`config.mk`:
```
export PLATFORM = sky130hd
export DESIGN_NAME = ahb_boot_loader
export DESIGN_NICKNAME = d
export VERILOG_FILES = /design/src/rtl/ahb_pkg.sv /design/src/rtl/byte_packer.sv /design/src/rtl/ahb_boot_loader.sv
export SDC_FILE = /design/constraint.sdc
export NUM_CORES = 1
export LEC_CHECK = 0
export CORE_MARGIN = 2
export CORE_UTILIZATION = 52
export CTS_CLUSTER_DIAMETER = 100
export DETAILED_ROUTE_END_ITERATION = 6
export MAX_ROUTING_LAYER = met4
export PLACE_DENSITY = 0.91
export SLEW_MARGIN = 20
export SYNTH_ARGS = -nofsm -noshare
export SYNTH_HDL_FRONTEND = slang
export SYNTH_SLANG_ARGS = --single-unit
```
`constraint.sdc`:
```
create_clock -name HCLK -period 2.8 [get_ports HCLK]
set_clock_uncertainty 0.15 [all_clocks]
set_input_delay 0.28 -clock HCLK [delete_from_list [all_inputs] [get_ports HCLK]]
set_output_delay 0.28 -clock HCLK [all_outputs]
set_load 0.05 [all_outputs]
```
`src/rtl/ahb_pkg.sv`:
```
`default_nettype none
// ============================================================================
//  Package     : ahb_pkg
//  Description : AHB-Lite encodings and the boot-loader state type used by
//                the ahb_boot_loader block.
//  Revision    : 1.0 - initial release
// ============================================================================
package ahb_pkg;

    localparam logic [1:0] HTRANS_IDLE   = 2'b00;
    localparam logic [1:0] HTRANS_NONSEQ = 2'b10;
    localparam logic [2:0] HSIZE_WORD    = 3'b010;
    localparam logic [2:0] HBURST_SINGLE = 3'b000;
    localparam logic [3:0] HPROT_DATA    = 4'b0011;

    typedef enum logic [2:0] {
        ST_HDR  = 3'd0,
        ST_FILL = 3'd1,
        ST_ADDR = 3'd2,
        ST_DATA = 3'd3,
        ST_DONE = 3'd4,
        ST_ERR  = 3'd5
    } loader_state_t;

endpackage
`default_nettype wire

```
`src/rtl/byte_packer.sv`:
```
`default_nettype none
// ============================================================================
//  Module      : byte_packer
//  Description : Packs a little-endian byte stream into 32-bit words. A
//                2-bit counter tracks the byte lane and wraps 3->0;
//                word_valid pulses on the cycle the fourth byte is taken.
//  Revision    : 1.0 - initial release
// ============================================================================
module byte_packer (
    input  logic        clk,
    input  logic        rst_n,
    input  logic        clear,
    input  logic        byte_en,
    input  logic [7:0]  byte_in,
    output logic [31:0] word_next,
    output logic [31:0] word_held,
    output logic        word_valid
);

    logic [1:0]  cnt_q;
    logic [1:0]  cnt_d;
    logic [31:0] shift_q;
    logic [31:0] shift_d;

    // Shift new bytes in from the top so the first byte lands in bits [7:0].
    always_comb begin
        cnt_d      = cnt_q;
        shift_d    = shift_q;
        word_next  = {byte_in, shift_q[31:8]};
        word_valid = 1'b0;
        if (clear) begin
            cnt_d = 2'd0;
        end else if (byte_en) begin
            cnt_d      = cnt_q + 2'd1;
            shift_d    = word_next;
            word_valid = (cnt_q == 2'd3);
        end
    end

    // Byte-lane counter and shift register.
    always_ff @(posedge clk or negedge rst_n) begin
        if (!rst_n) begin
            cnt_q   <= 2'd0;
            shift_q <= 32'd0;
        end else begin
            cnt_q   <= cnt_d;
            shift_q <= shift_d;
        end
    end

    assign word_held = shift_q;

endmodule
`default_nettype wire

```
`src/rtl/ahb_boot_loader.sv`:
```
`default_nettype none
// ============================================================================
//  Module      : ahb_boot_loader
//  Description : AHB-Lite master that receives a program image over a byte
//                stream (32-bit LE word count, then LE data words) and writes
//                it to consecutive RAM words with single NONSEQ transfers.
//                Holds the CPU in reset until the image is complete.
//  Revision    : 1.0 - initial release
// ============================================================================
module ahb_boot_loader #(
    parameter logic [31:0] BASE_ADDR = 32'h0000_0000,
    parameter int unsigned MAX_WORDS = 4096
) (
    input  logic        HCLK,
    input  logic        HRESETn,
    input  logic [7:0]  rx_data,
    input  logic        rx_valid,
    output logic        rx_ready,
    output logic [31:0] HADDR,
    output logic [1:0]  HTRANS,
    output logic        HWRITE,
    output logic [2:0]  HSIZE,
    output logic [2:0]  HBURST,
    output logic [3:0]  HPROT,
    output logic [31:0] HWDATA,
    input  logic        HREADY,
    input  logic        HRESP,
    output logic        cpu_hold,
    output logic        done,
    output logic        error
);

    import ahb_pkg::*;

    localparam int unsigned IDX_W = $clog2(MAX_WORDS + 1);

    loader_state_t    state_q;
    loader_state_t    state_d;
    logic [IDX_W-1:0] index_q;
    logic [IDX_W-1:0] index_d;
    logic [IDX_W-1:0] count_q;
    logic [IDX_W-1:0] count_d;
    logic [IDX_W-1:0] index_inc;
    logic [31:0]      hwdata_q;
    logic [31:0]      hwdata_d;
    logic             started_q;

    logic             byte_en;
    logic             pk_clear;
    logic             pk_valid;
    logic [31:0]      pk_word;
    logic [31:0]      pk_held;

    // Header and data bytes share one packer; only the active state decides
    // what the completed word means.
    byte_packer u_packer (
        .clk        (HCLK),
        .rst_n      (HRESETn),
        .clear      (pk_clear),
        .byte_en    (byte_en),
        .byte_in    (rx_data),
        .word_next  (pk_word),
        .word_held  (pk_held),
        .word_valid (pk_valid)
    );

    assign byte_en   = rx_valid && rx_ready;
    assign pk_clear  = (state_q == ST_DONE) || (state_q == ST_ERR);
    assign index_inc = index_q + IDX_W'(1);

    // Constant transfer attributes: single word transfers only.
    assign HSIZE  = HSIZE_WORD;
    assign HBURST = HBURST_SINGLE;
    assign HPROT  = HPROT_DATA;
    assign HWDATA = hwdata_q;
    assign HADDR  = BASE_ADDR + 32'({index_q, 2'b00});

    // Next-state and output decode; address and data phases never overlap.
    always_comb begin
        state_d  = state_q;
        index_d  = index_q;
        count_d  = count_q;
        hwdata_d = hwdata_q;
        rx_ready = 1'b0;
        HTRANS   = HTRANS_IDLE;
        HWRITE   = 1'b0;
        cpu_hold = 1'b1;
        done     = 1'b0;
        error    = 1'b0;
        case (state_q)
            ST_HDR: begin
                // Stay deaf for the very first cycle out of reset.
                rx_ready = started_q;
                if (pk_valid) begin
                    if (pk_word == 32'd0) begin
                        state_d = ST_DONE;
                    end else if (pk_word > 32'(MAX_WORDS)) begin
                        state_d = ST_ERR;
                    end else begin
                        state_d = ST_FILL;
                        index_d = '0;
                        count_d = pk_word[IDX_W-1:0];
                    end
                end
            end
            ST_FILL: begin
                rx_ready = 1'b1;
                if (pk_valid) begin
                    state_d = ST_ADDR;
                end
            end
            ST_ADDR: begin
                HTRANS = HTRANS_NONSEQ;
                HWRITE = 1'b1;
                if (HREADY) begin
                    state_d  = ST_DATA;
                    hwdata_d = pk_held;
                end
            end
            ST_DATA: begin
                // IDLE is already on the bus, so an error response can be
                // taken on its first cycle.
                if (HRESP) begin
                    state_d = ST_ERR;
                end else if (HREADY) begin
                    index_d = index_inc;
                    state_d = (index_inc == count_q) ? ST_DONE : ST_FILL;
                end
            end
            ST_DONE: begin
                cpu_hold = 1'b0;
                done     = 1'b1;
            end
            ST_ERR: begin
                error = 1'b1;
            end
            default: begin
                state_d = ST_ERR;
            end
        endcase
    end

    // State, word index/count and write-data registers.
    always_ff @(posedge HCLK or negedge HRESETn) begin
        if (!HRESETn) begin
            state_q   <= ST_HDR;
            index_q   <= '0;
            count_q   <= '0;
            hwdata_q  <= 32'd0;
            started_q <= 1'b0;
        end else begin
            state_q   <= state_d;
            index_q   <= index_d;
            count_q   <= count_d;
            hwdata_q  <= hwdata_d;
            started_q <= 1'b1;
        end
    end

endmodule
`default_nettype wire

```
==> results.md <==
* Share of cells above drive strength 1 at 0.2478
* Worst vdd ir at 962.4 uV
* Worst-Margin Slew at 0.6321 ns
* Via count at 3116
* Share of the synthesized area in the top cell type at 0.5172
* Reg power frac at 0.386
* Post-CTS Setup Bufs at 0
* Final min period at 2.605 ns
* Die Height at 98.51 um
* DP HPWL at 6.531 mm
* Status: finished clean
* Final setup viols at 0
* All-Layer GR Usage at 0.2068
* Finished layout cell area at 5508 um^2
* Crit Reg-Reg Endpoint: index_q[4]
* DIE WIDTH at 98.51 um
* Hold WC Path Type: in -> async
* Sw Pwr at 2808 uW
* Slew Limit Fails at 0
* Yosys top cell by area: dfrtp_1
* Final Power at 6404 uW
* CP Data Required Time at 2.37 ns
* Placement Cell Area at 5284 um^2
* TritonCTS Buffers at 9
* Post-synthesis sequential area ratio at 0.5172
* Diode count at 0
* # H-tree levels at 3
* Maxcap violations at 0
* Worst-path clk slew at 0.09 ns
* GP Congestion at 0.8298
* CTS root buf: clkbuf_8
* Clock power share at 0.148
* EDFF count, synth at 0
* FF-to-FF path depth at 7
* Core Box Area at 8678 um^2
* DR pass1 iterations at 4
* Pwr Density at 1163 nW/um^2
* R2r setup slk at 0.25 ns
* Int Power at 3595 uW
* Fin crit share at 0.9305
* Layer carrying the most global-route usage: met2
* # rows at 34
* CP Max Fanout at 13
* Routed wire length at 9.301 mm
* Post-synth top flop: dfrtp_1
* Seq cells post-synth at 96
* M2 GR Usage at 0.3239
* Initial Utilization at 0.5352
* Die area at 9703 um^2
* Leak at 0.002433 uW
* Final setup margin at 0.1947 ns
* M3 GR Usage at 0.05674
* Pin count of the biggest net entering global routing at 52
* Post-Syn Area at 4644 um^2
* Syn Inst Count at 383
* Crit end category: output port
* Top cells by area, synth: dfrtp_1, mux2_2, buf_4
* Vias/cell at 5.604
* Slew headroom at 0.5786
* FF-to-FF Start: u_packer.word_held[9]
* DRC at 0
* First-pass GRT wire length at 15.44 mm
* Synthesized area per cell at 12.13 um^2
* Grt ovf at 0
* Initial antenna violation count at 0
* WS Path Type: reg -> out
* Comb pwr share at 0.467
* Number of library cell types mapped by synthesis at 50
* Switch share at 0.4385
* Worst setup SP type: register
* Worst slack, placed at -0.03310 ns
* CTS sink count at 96
* Setup repair after global routing missed its margin: false
* Final hold violation count at 0
* ANT nets after route at 0
* Ys async rst share at 1.000
* Area Overhead vs Synth at 18.59%
* Ys Warns at 0
* CTS tree: built
* Routed WL per cell at 16.73 um
* Top Ports at 94
* Port-buffer cells at 63
* Vias in the first global route at 3146
* CP arrival at 2.18 ns
* Iter 0 DRT Violations at 153
* Number of nets in the layout at 458
* CTS max path bufs at 2
* Worst-skew pair later-pin latency at 0.36 ns
* Met1 GRT Util at 0.2540
* Final core utilization at 0.6347
* Fmax at 383.8 MHz
cells in the mapped netlist (2+ instances only):
master,instances
nor2_1,17
conb_1,2
nor4_1,8
mux2_4,10
or3_1,3
a31oi_1,12
clkbuf_1,10
nand3_1,8
nand4_1,4
xor2_1,7
xnor2_1,15
ha_1,2
buf_2,6
dfrtp_1,96
o2bb2ai_1,2
o21a_1,2
nand4b_1,2
nor3b_1,2
o311ai_0,2
nand2b_1,2
buf_4,31
buf_1,6
nor2b_1,3
and2_1,2
and3_1,2
o21ai_0,8
mux2_2,69
nor3_1,3
or4_1,2
and4_1,3
inv_1,3
mux2i_1,2
nand2_1,16
a21oi_1,5
worst max path at each step:
stage	end	slack (ns)	startpoint
after global routing	index_q[4]	0.02	u_packer.word_held[9]
after CTS	error	0.09	state_q[2]
after floorplan	HWDATA[10]	0.11	state_q[2]
final	error	0.19	state_q[1]
after global placement	count_q[3]	0.05	rx_data[7]
after detailed placement	index_q[4]	-0.03	rx_data[5]
sequential cells by signal (all words and copies together), names as in the netlist:
name and count:
HWDATA 32, u_packer.word_held 32, count_q 13, index_q 13
state_q 3, u_packer.cnt_q 2, started_q 1
final cells by class:
type                    count  area [um^2]
fillers                   629         3171
clock inverters             6        75.07
inverters                   3        11.26
multi-input cells         259         2019
repair buffers             74        725.7
well taps                 108        135.1
clock buffers              10        137.6
flip-flops and latches     96         2404
routing by layer:
metal,wire [um],part of all wire
met5,0,0
met2,4617,0.50
met4,221,0.024
met3,651,0.070
met1,3810,0.41
logic make-up (layout without fill, tap and decap cells):
group | after synthesis | count (layout) | share of synthesized area
DFF | 96 | 96 | 0.5172
and+or+nand+nor | 82 | 82 | 0.09617
muxes | 81 | 81 | 0.2039
buffers and inverters | 57 | 93 | 0.07435
AOI/OAI and AO/OA | 41 | 41 | 0.05981
xor gates and xnor gates | 22 | 22 | 0.04149
adders and majority gates | 2 | 2 | 0.005387
other | 2 | 31 | 0.001617
cell usage in the layout, fill, tap and decap left out, drive strengths merged, types with 2 or more instances in the layout:
cell and n:
o21ai 8, nand2 16, ha 2, clkbuf 10, nand3 8, xor2 7, conb 31, nor2 17
nand2b 2, mux2i 2, clkinv 2, o2bb2ai 2, a31oi 12, a21oi 5, mux2 79, or2 2
and2 2, or4 2, or3 3, nor3 3, nor4 8, nand4 4, o21a 2, and4 3
buf 11, nand4b 2, and3 2, xnor2 15, dfrtp 96, nor3b 2, clkdlybuf4s50 62, o311ai 2
inv 5, nor2b 3
power groups by stage:
| stage | sequential [uW] | clock (uW) | combinational, uW |
|---|---|---|---|
| 2_1_floorplan | 3120 | 0 | 1390 |
| 3_3_place_gp | 2440 | 0 | 2900 |
| 3_5_place_dp | 2480 | 0 | 2980 |
| 4_1_cts | 2470 | 968 | 3010 |
| 5_1_grt | 2550 | 1030 | 3150 |
| 6_report | 2470 | 945 | 2990 |
through the flow:
| step | hold WS, ns | instances | TNS [ns] |
|---|---|---|---|
| CTS | 0.3240 | 556 | 0 |
| floorplan | -0.1656 | 412 | 0 |
| global placement | 0.1864 | 539 | 0 |
| global route | 0.3733 | 556 | 0 |
| finish | 0.3117 | 556 | 0 |
| detailed placement | 0.1947 | 539 | -0.4634 |
worst max-delay path, stage by stage (launching register included):
cell and delay (ns):
dfrtp_1 0.54, nor2b_1 0.31, and2_1 0.17, clkdlybuf4s50_1 0.80
repair_timing:
item | CTS | global route
endpoints found under the hold margin | 50 | 0
hold buffers | 1 | 0
gates resized for setup | 0 | 1
endpoints found under the setup margin | 0 | 2
Power figures use the tool's default switching activity.
